`config.mk`:
```
export PLATFORM = sky130hd
export DESIGN_NAME = uart_rx
export DESIGN_NICKNAME = d
export VERILOG_FILES = /design/src/rtl/uart_rx.sv
export SDC_FILE = /design/constraint.sdc
export NUM_CORES = 1
export LEC_CHECK = 0
export CORE_MARGIN = 8
export CORE_UTILIZATION = 54
export CTS_CLUSTER_DIAMETER = 80
export DETAILED_ROUTE_END_ITERATION = 16
export GPL_ROUTABILITY_DRIVEN = 0
export PLACE_DENSITY_LB_ADDON = 0.15
export SKIP_LAST_GASP = 1
export SLEW_MARGIN = 15
export SYNTH_ARGS = -nofsm -noshare
export SYNTH_HDL_FRONTEND = slang
export SYNTH_SLANG_ARGS = --single-unit
```
`constraint.sdc`:
```
create_clock -name clk -period 2.06 [get_ports clk]
set_input_delay 0.412 -clock clk [delete_from_list [all_inputs] [get_ports clk]]
set_output_delay 0.412 -clock clk [all_outputs]
set_load 0.02 [all_outputs]
```
`src/rtl/uart_rx.sv`:
```
// UART receiver: oversampled start/data/stop framing of a serial line into a DBIT word.
// Latency: rx_done/rx_dout/frame_err register one clk after the stop-bit sample point.
// Backpressure: none; each word is presented for one clk and rx_dout holds until the next frame.
module uart_rx #(
  parameter int DBIT      = 8,
  parameter int SB_TICK   = 16,
  parameter int BIT_WIDTH = 16
) (
  input  logic            clk,
  input  logic            rst_n,
  input  logic            s_tick,
  input  logic            rx,
  output logic [DBIT-1:0] rx_dout,
  output logic            rx_done,
  output logic            frame_err
);

  // The tick counter must reach the larger of one bit time and the stop period.
  localparam int CMAX = (BIT_WIDTH > SB_TICK) ? BIT_WIDTH : SB_TICK;
  localparam int SW   = $clog2(CMAX);
  localparam int NW   = (DBIT > 1) ? $clog2(DBIT) : 1;

  localparam logic [SW-1:0] S_ONE     = SW'(1);
  localparam logic [SW-1:0] HALF_LAST = SW'(BIT_WIDTH / 2 - 1);
  localparam logic [SW-1:0] BIT_LAST  = SW'(BIT_WIDTH - 1);
  localparam logic [SW-1:0] STOP_LAST = SW'(SB_TICK - 1);
  localparam logic [NW-1:0] N_ONE     = NW'(1);
  localparam logic [NW-1:0] N_LAST    = NW'(DBIT - 1);

  typedef enum logic [1:0] {
    IDLE  = 2'd0,
    START = 2'd1,
    DATA  = 2'd2,
    STOP  = 2'd3
  } state_t;

  state_t          state_q, state_d;
  logic [SW-1:0]   s_cnt_q, s_cnt_d;
  logic [NW-1:0]   n_cnt_q, n_cnt_d;
  logic [DBIT-1:0] b_reg_q, b_reg_d;
  logic [DBIT-1:0] rx_dout_q, rx_dout_d;
  logic            rx_done_q, rx_done_d;
  logic            frame_err_q, frame_err_d;
  logic            rx_meta_q, rx_s_q;
  logic [DBIT-1:0] shift_val;

  // Data arrives LSB first, so each new sample enters at the MSB and moves right.
  if (DBIT > 1) begin : g_shift_multi
    assign shift_val = {rx_s_q, b_reg_q[DBIT-1:1]};
  end else begin : g_shift_single
    assign shift_val = rx_s_q;
  end

  // Two-flop synchronizer; resets to the idle (high) line level so reset never looks like a start bit.
  always_ff @(posedge clk or negedge rst_n) begin
    if (!rst_n) begin
      rx_meta_q <= 1'b1;
      rx_s_q    <= 1'b1;
    end else begin
      rx_meta_q <= rx;
      rx_s_q    <= rx_meta_q;
    end
  end

  // State, counters, shift register and registered outputs.
  always_ff @(posedge clk or negedge rst_n) begin
    if (!rst_n) begin
      state_q     <= IDLE;
      s_cnt_q     <= '0;
      n_cnt_q     <= '0;
      b_reg_q     <= '0;
      rx_dout_q   <= '0;
      rx_done_q   <= 1'b0;
      frame_err_q <= 1'b0;
    end else begin
      state_q     <= state_d;
      s_cnt_q     <= s_cnt_d;
      n_cnt_q     <= n_cnt_d;
      b_reg_q     <= b_reg_d;
      rx_dout_q   <= rx_dout_d;
      rx_done_q   <= rx_done_d;
      frame_err_q <= frame_err_d;
    end
  end

  // Next-state logic: only IDLE reacts without a tick; everything else advances on s_tick.
  always_comb begin
    state_d     = state_q;
    s_cnt_d     = s_cnt_q;
    n_cnt_d     = n_cnt_q;
    b_reg_d     = b_reg_q;
    rx_dout_d   = rx_dout_q;
    rx_done_d   = 1'b0;
    frame_err_d = 1'b0;

    case (state_q)
      IDLE: begin
        if (!rx_s_q) begin
          state_d = START;
          s_cnt_d = '0;
        end
      end

      START: begin
        if (s_tick) begin
          if (s_cnt_q == HALF_LAST) begin
            // Mid start bit: still low means a real frame, high means a glitch.
            if (!rx_s_q) begin
              state_d = DATA;
              s_cnt_d = '0;
              n_cnt_d = '0;
            end else begin
              state_d = IDLE;
            end
          end else begin
            s_cnt_d = s_cnt_q + S_ONE;
          end
        end
      end

      DATA: begin
        if (s_tick) begin
          if (s_cnt_q == BIT_LAST) begin
            s_cnt_d = '0;
            b_reg_d = shift_val;
            if (n_cnt_q == N_LAST) begin
              n_cnt_d = '0;
              state_d = STOP;
            end else begin
              n_cnt_d = n_cnt_q + N_ONE;
            end
          end else begin
            s_cnt_d = s_cnt_q + S_ONE;
          end
        end
      end

      STOP: begin
        if (s_tick) begin
          if (s_cnt_q == STOP_LAST) begin
            // Word is published even on a bad stop bit; frame_err flags it.
            s_cnt_d     = '0;
            state_d     = IDLE;
            rx_dout_d   = b_reg_q;
            rx_done_d   = 1'b1;
            frame_err_d = ~rx_s_q;
          end else begin
            s_cnt_d = s_cnt_q + S_ONE;
          end
        end
      end

      default: begin
        state_d = IDLE;
      end
    endcase
  end

  assign rx_dout   = rx_dout_q;
  assign rx_done   = rx_done_q;
  assign frame_err = frame_err_q;

endmodule

```
Word level (Yosys, flattened, before mapping)
Cells that the tools add are included.
{ "classes": {"addsub": 2, "multipliers": 0, "div": 0, "n_lt_le_gt_ge": 0, "eq_ne": 16, "shift": 0, "mux": 29, "bitwise": 1, "n_reduce_logical": 8} }
{ "op_table": {"columns": ["cell", "count"], "rows": [
  ["2-to-1 mux 4 bit", 5],
  ["2-to-1 mux 2 bit", 9],
  ["2-to-1 mux 3 bit", 6],
  ["!= test 2 bit, second input constant", 9],
  ["one-hot mux 4 bit (3 select lines)", 1],
  ["one-hot mux 2 bit (4 select lines)", 1],
  ["AND reduction 8 bit", 1],
  ["2-to-1 mux 1 bit", 6],
  ["one-hot mux 3 bit (2 select lines)", 1],
  ["AND reduction 3 bit", 2],
  ["AND reduction 6 bit", 1],
  ["adder 4 x 1 -> 4 bit, second input constant", 1],
  ["== test 2 bit, second input constant", 2],
  ["== test 4 x 3 -> 1 bit, second input constant", 1],
  ["== test 4 bit, second input constant", 1],
  ["adder 3 x 1 -> 3 bit, second input constant", 1],
  ["== test 3 bit, second input constant", 1],
  ["== test 2 x 1 -> 1 bit, second input constant", 1],
  ["logical NOT 2 bit", 1],
  ["!= test 2 x 1 -> 1 bit, second input constant", 1],
  ["AND reduction 2 bit", 1],
  ["nonzero test 2 bit", 1],
  ["OR reduction 2 bit", 1],
  ["inverter 1 bit", 1]
]} }
{ "word_totals": {"register_bits": 29, "latch_bits": 0, "ram_bits": 0, "romBits": 0, "inputBits": 4, "output_inout_bits": 10, "word_cells": 65, "n_memories": 0} }

Logic depth before layout (Yosys ltp)
Gate-level depths: netlist of run 1.
{ "logic_depth": {"depth_word": 5, "mapped_depth": 5, "depth_no_buf": 4} }

Worst setup path before layout of run 1
Ideal clock, no wire load.
{ "synth_timing": {"kind": "register to register", "startpoint": "reg s_cnt_q[0]", "endpoint": "reg rx_dout_q[0], in the netlist rx_dout[0]", "setup_time_ps": 125, "t_arrival_ps": 1467, "slack_ps": 469, "stages_incl_launch_ff": 6, "synth_period_minus_slack_ps": 1591, "path_cell_list": "dfrtp_1 -> ha_1 -> and3_1 -> and4_1 -> buf_4 -> mux2_2"} }
{ "synth_between": {"elab_chain_cells": 2} }
{ "synth_lines": {"columns": ["item", "line_no", "source"], "rows": [
  ["from (decl)", "38", "logic [SW-1:0] s_cnt_q, s_cnt_d;"],
  ["from (signal assigned)", "77", "s_cnt_q <= s_cnt_d;"],
  ["== test 4 bit", "140", "if (s_cnt_q == STOP_LAST) begin"],
  ["AND reduction 3 bit (no line)", null, null],
  ["to (signal assigned)", "80", "rx_dout_q <= rx_dout_d;"],
  ["to (decl)", "41", "logic [DBIT-1:0] rx_dout_q, rx_dout_d;"]
]} }
No other way between the ends.
A chain may end at the register's enable or synchronous reset.

Final worst setup path of run 1
{ "layout_timing": {"startpoint": "reg s_cnt_q[0]", "endpoint": "reg rx_dout_q[7], in the netlist rx_dout[7]"} }
The elaborated chain is that of the path after synthesis.

==> qor.yml, run 1 <==
outcome:
  outcome: "completed"
timing:
  fin_skew_ns: 0.00563
  period_minus_slack_ns: 1.79
  worst_slew_pin_slew_ns: 0.505
  setup_viol: 0
  fin_crit_sh_pct: 86.8
  drv_slew: 0
  hold_viol: 0
  slew-limit-headroom_pct: 66.0
  setup_tns_ns: 0
  rsz0062_at_grt: "false"
  fmax_mhz: 559
synth:
  synth_flop_cell: "dfrtp_1"
  synth_edf_count: 0
  avgSynthCellArea_um2: 13.4
  synth_seq_cells: 29
  postSynth.asyncResetShare_pct: 100
  ys_seq_area_share_pct: 55.6
  synth_area_mm2: 0.00131
  syn_inst: 98
  syn_nets: 105
  yosysUniqueCellTypes: 34
  ys_warn_count: 0
place:
  hpwl_um: 1550
  port_buffers: 13
  dpl-instance-area_mm2: 0.00150
  placedCellCount: 141
drt:
  via_count: 862
  drt_pass1_iterations: 4
  drc_errors: 0
  wire_per_inst_um: 15.0
  drtAntennaViolNets: 0
  vias_per_cell: 5.79
  drt_iter0_drc: 40
  wl_um: 2230
worst_hold_path:
  hp-class: "reg2reg"
floorplanning:
  core-area_mm2: 0.00239
  die-area_mm2: 0.00426
  initial_core_util_pct: 54.9
  rows: 18
  die-width_um: 65.3
  io_pins: 14
  die_h_um: 65.3
worst_setup_path:
  cp_max_fo: 10
  critPathBufInv: 1
  cp_slowest_cell: "dfrtp_1"
  start_kind: "register"
  endpoint_kind: "register"
  arrival_ns: 2.01
  critical_path_class: "reg2reg"
  slowest_delay_ns: 0.39
  required_ns: 2.28
  cp_top_family: "simple AND/OR/NAND/NOR gates"
  path_cells: "ha_1 > and3_1 > and4_1 > buf_4 > mux2_2"
power:
  powerDensity_mw_per_mm2: 892
  vdd_drop_max_uv: 689
  power_frac_seq_pct: 52.0
  swShare_pct: 32.8
  clkPwrFrac_pct: 23.5
  combPwrFrac_pct: 24.5
  intPower_w: 0.000935
  p_sw_w: 0.000456
  p_leak_nw: 0.715
global_routing:
  grt_pass1_wl_um: 4130
  grt_max_degree: 30
  grt_pass1_vias: 892
  grt-ovfl-total: 0
  grt_usage_pct: 12.6
  antenna_found_initial: 0
cts:
  cts_buffer_depth: 2
  postCtsHoldBufs: 0
  cts-buffers-inserted: 5
  post_cts_resized: 0
  cts-root-buf: "clkbuf_4"
  htreeDepth: 2
  insertion_delay_ns: 0.33
  post_cts_buffers: 0
  clk_pin_slew_worst_paths_ns: 0.09
  clock_sinks: 29
  cts_tree: "yes"
cells_and_area:
  final_area_mm2: 0.00156
  syn_to_final_growth_pct: 19.0
  nets: 125
  fin_cells: 149
  drive_above_1_share_pct: 31.9
  antenna_cells: 0
  layout_commonest_cell: "dfrtp_1"
  final_cell_mix: "27 x dfrtp_1, 17 x mux2_2, 13 x clkdlybuf4s50_1"
  fillers: 200
  final_util_pct: 65.3
run:
  max_cap_violations: 0
[cell families (layout without fill, tap and decap cells)]
logic type / after synthesis / after routing / share of synthesized area (%)
flops: 29 / 29 / 55.6
compound gates: 15 / 15 / 8.60
buf+inv: 9 / 30 / 3.25
fa+ha+maj: 3 / 3 / 2.87
mux: 19 / 19 / 16.9
simple gates: 23 / 23 / 12.8
[synth_stat cells (3+ instances only)]
cell      instances  area, um^2
nand3_1           5        25.0
clkbuf_1          3        11.3
inv_1             3        11.3
dfrtp_1          27         676
ha_1              3        37.5
mux2_2           17         191
[routing by layer]
layer,track usage (%),share of wire [%],vias up
met5,0,0,-
met4,6.54,1.3,0
met3,6.63,6.7,4
met2,18.9,47,23
met1,14.4,45,426
li1,-,-,409
[final timing paths]
check / start / end / slack (ns) / depth (start not counted)
min in group asynchronous: rst_n / s_cnt_q[2]$_DFFE_PN0P_ / 0.46 / 2
max: s_cnt_q[0]$_DFFE_PN0P_ / rx_dout[7]$_DFFE_PN0P_ / 0.27 / 5
max in group asynchronous: rst_n / rx_meta_q$_DFF_PN1_ / 1.29 / 2
min: rx_meta_q$_DFF_PN1_ / rx_s_q$_DFF_PN1_ / 0.36 / 0
max reg2reg: s_cnt_q[0]$_DFFE_PN0P_ / rx_dout[7]$_DFFE_PN0P_ / 0.27 / 5
min reg2reg: rx_meta_q$_DFF_PN1_ / rx_s_q$_DFF_PN1_ / 0.36 / 0
[flip-flops by register name, summed over array words and instances (netlist names), named ones only]
| register | flops |
|---|---|
| s_cnt_q | 4 |
| rx_done | 1 |
| frame_err | 1 |
| state_q | 1 |
| rx_meta_q | 1 |
| rx_dout | 8 |
| rx_s_q | 1 |
| n_cnt_q | 3 |
| b_reg_q | 8 |
[metrics by stage]
stage | worst slack, ns | hold slack, ns | power [W]
final | 0.272 | 0.363 | 0.00139
after global routing | 0.167 | 0.373 | 0.00149
after CTS | 0.258 | 0.366 | 0.00141
after detailed placement | 0.0625 | 0.352 | 0.00108
after global placement | 0.113 | 0.348 | 0.00106
after floorplan | 0.469 | 0.116 | 0.000979
[cell type report]
type	instances	area, um^2	share of cell area (%)
Inverter	3	11.3	0.722
Timing Repair Buffer	19	188	12.0
Multi-Input combinational cell	60	539	34.6
Sequential cell	29	728	46.7
Clock inverter	3	17.5	1.12
Tap cell	30	37.5	2.41
Clock buffer	5	37.5	2.41
[power groups by stage]
stage | clock network (W) | registers [W] | logic (W)
floorplan | 0 | 0.000698 | 0.000281
finish | 0.000327 | 0.000723 | 0.000341
CTS | 0.000345 | 0.000723 | 0.000345
detailed placement | 0 | 0.000734 | 0.000341
global route | 0.000371 | 0.000735 | 0.000389
global placement | 0 | 0.000731 | 0.000326
Power figures use the tool's default switching activity.
==> run 2, diff against run 1 <==
==> constraint.sdc (replaced) <==
create_clock -name clk -period 1.7 [get_ports clk]
set_input_delay 0.34 -clock clk [delete_from_list [all_inputs] [get_ports clk]]
set_output_delay 0.34 -clock clk [all_outputs]
set_load 0.02 [all_outputs]
==> qor.yml, run 2 (synthesis gave the netlist of run 1 again) <==
power:
  vdd_drop_max_uv: 987
  power_frac_seq_pct: 42.6
  clkPwrFrac_pct: 30.0
  swShare_pct: 28.6
  combPwrFrac_pct: 27.5
  p_sw_w: 0.000559
  finalPower_w: 0.00195
  intPower_w: 0.00139
  powerDensity_mw_per_mm2: 1190
  p_leak_nw: 0.764
drt:
  drt_pass1_iterations: 2
  drc_errors: 0
  vias_per_cell: 5.51
  drtAntennaViolNets: 0
  drt_iter0_drc: 8
  wl_um: 2300
  wire_per_inst_um: 14.7
  via_count: 860
global_routing:
  grt_pass1_wl_um: 4090
  antenna_found_initial: 0
  grt_usage_pct: 12.4
  grt-ovfl-total: 0
  grt_pass1_vias: 891
  grt_max_degree: 30
worst_setup_path:
  critical_path_class: "reg2reg"
  required_ns: 1.91
  cp_max_fo: 6
  cp_slowest_cell: "dfrtp_1"
  endpoint_kind: "register"
  arrival_ns: 1.84
  start_kind: "register"
  slowest_delay_ns: 0.39
  path_cells: "ha_2 > and3_1 > and4_1 > buf_4 > mux2_2"
timing:
  fmax_mhz: 615
  slew-limit-headroom_pct: 67.9
  rsz0062_at_grt: "false"
  worst_slew_pin_slew_ns: 0.476
  period_minus_slack_ns: 1.63
  worst_slack_ns: 0.0728
  fin_skew_ns: 0.0102
  drv_slew: 0
  fin_crit_sh_pct: 95.7
  hold_viol: 0
  setup_viol: 0
place:
  dp_slack_ns: -0.213
  hpwl_um: 1580
  port_buffers: 13
cells_and_area:
  nets: 132
  syn_to_final_growth_pct: 25.5
  register_area_um2: 728
  drive_above_1_share_pct: 35.7
  layout_commonest_cell: "dfrtp_1"
  fillers: 181
  antenna_cells: 0
  final_cell_mix: "27 x dfrtp_1, 17 x mux2_2, 13 x clkdlybuf4s50_1"
  multiInputGateArea_um2: 542
cts:
  cts_buffer_depth: 2
  postCtsHoldBufs: 0
  cts_tree: "yes"
  clk_pin_slew_worst_paths_ns: 0.09
  insertion_delay_ns: 0.32
  clock_sinks: 29
  cts-buffers-inserted: 5
  cts-root-buf: "clkbuf_4"
  htreeDepth: 2
outcome:
  outcome: "completed"
run:
  max_cap_violations: 0
floorplanning:
  die-area_mm2: 0.00426
  core-area_mm2: 0.00239
  die_h_um: 65.3
  initial_core_util_pct: 54.9
  rows: 18
  die-width_um: 65.3
  io_pins: 14
worst_hold_path:
  hp-class: "reg2reg"
==> run 2: worst max-delay path: cells and delay by family, from the launching register on <==
| family | cells | cell delay [ns] |
|---|---|---|
| buffers and inverters | 1 | 0.16 |
| AND/OR/NAND/NOR | 2 | 0.43 |
| adder cells (fa/ha/maj) | 1 | 0.22 |
| flip-flops | 1 | 0.39 |
| multiplexers | 1 | 0.34 |
==> run 2: worst paths after layout <==
path	from	endpoint	slack, ns	cells after the start
min in group asynchronous	rst_n	n_cnt_q[2]$_DFFE_PN0P_	0.39	2
min reg2reg	rx_meta_q$_DFF_PN1_	rx_s_q$_DFF_PN1_	0.36	0
max reg2reg	s_cnt_q[0]$_DFFE_PN0P_	rx_dout[2]$_DFFE_PN0P_	0.07	5
max	s_cnt_q[0]$_DFFE_PN0P_	rx_dout[2]$_DFFE_PN0P_	0.07	5
max in group asynchronous	rst_n	rx_meta_q$_DFF_PN1_	1.00	2
min	rx_meta_q$_DFF_PN1_	rx_s_q$_DFF_PN1_	0.36	0
==> run 2: layer usage <==
| layer | GRT usage [%] | routed length [um] | vias to the layer above |
|---|---|---|---|
| li1 | - | - | 425 |
| met1 | 14.9 | 1080 | 419 |
| met2 | 18.2 | 1050 | 12 |
| met3 | 6.12 | 128 | 4 |
| met4 | 5.72 | 34 | 0 |
| met5 | 0 | 0 | - |
==> run 2: layout make-up <==
class                      count  area share [%]
sequential                    29            44.3
multi-input combinational     60            33.0
clock inverter                 1            1.83
inverter                       3           0.685
timing repair buffer          26            14.6
tap                           30            2.28
clock buffer                   7            3.35
==> run 2: power groups by stage <==
stage / Clock (W) / Combinational (W) / Sequential (W)
floorplan: 0 / 0.000341 / 0.000846
global placement: 0 / 0.000503 / 0.000839
detailed placement: 0 / 0.000518 / 0.000843
CTS: 0.000608 / 0.000521 / 0.000831
global route: 0.000626 / 0.000606 / 0.000845
finish: 0.000585 / 0.000536 / 0.000830
==> run 2: stage by stage <==
stage / instance area (um^2) / utilization (%) / hold slack (ns) / setup TNS (ns) / cells
final: 1640 / 68.9 / 0.361 / 0 / 156
after global placement: 1550 / 64.9 / 0.348 / -2.91 / 147
after global routing: 1640 / 68.9 / 0.370 / 0 / 156
after floorplan: 1310 / - / 0.0444 / 0 / 98
after CTS: 1630 / 68.4 / 0.364 / 0 / 155
after detailed placement: 1550 / 64.9 / 0.352 / -3.18 / 147
==> run 2: timing repair <==
item / 4_1_cts / 5_1_grt
gates resized for setup: 0 / 1
endpoints found under the setup margin: 0 / 13
buffers inserted: 0 / 1
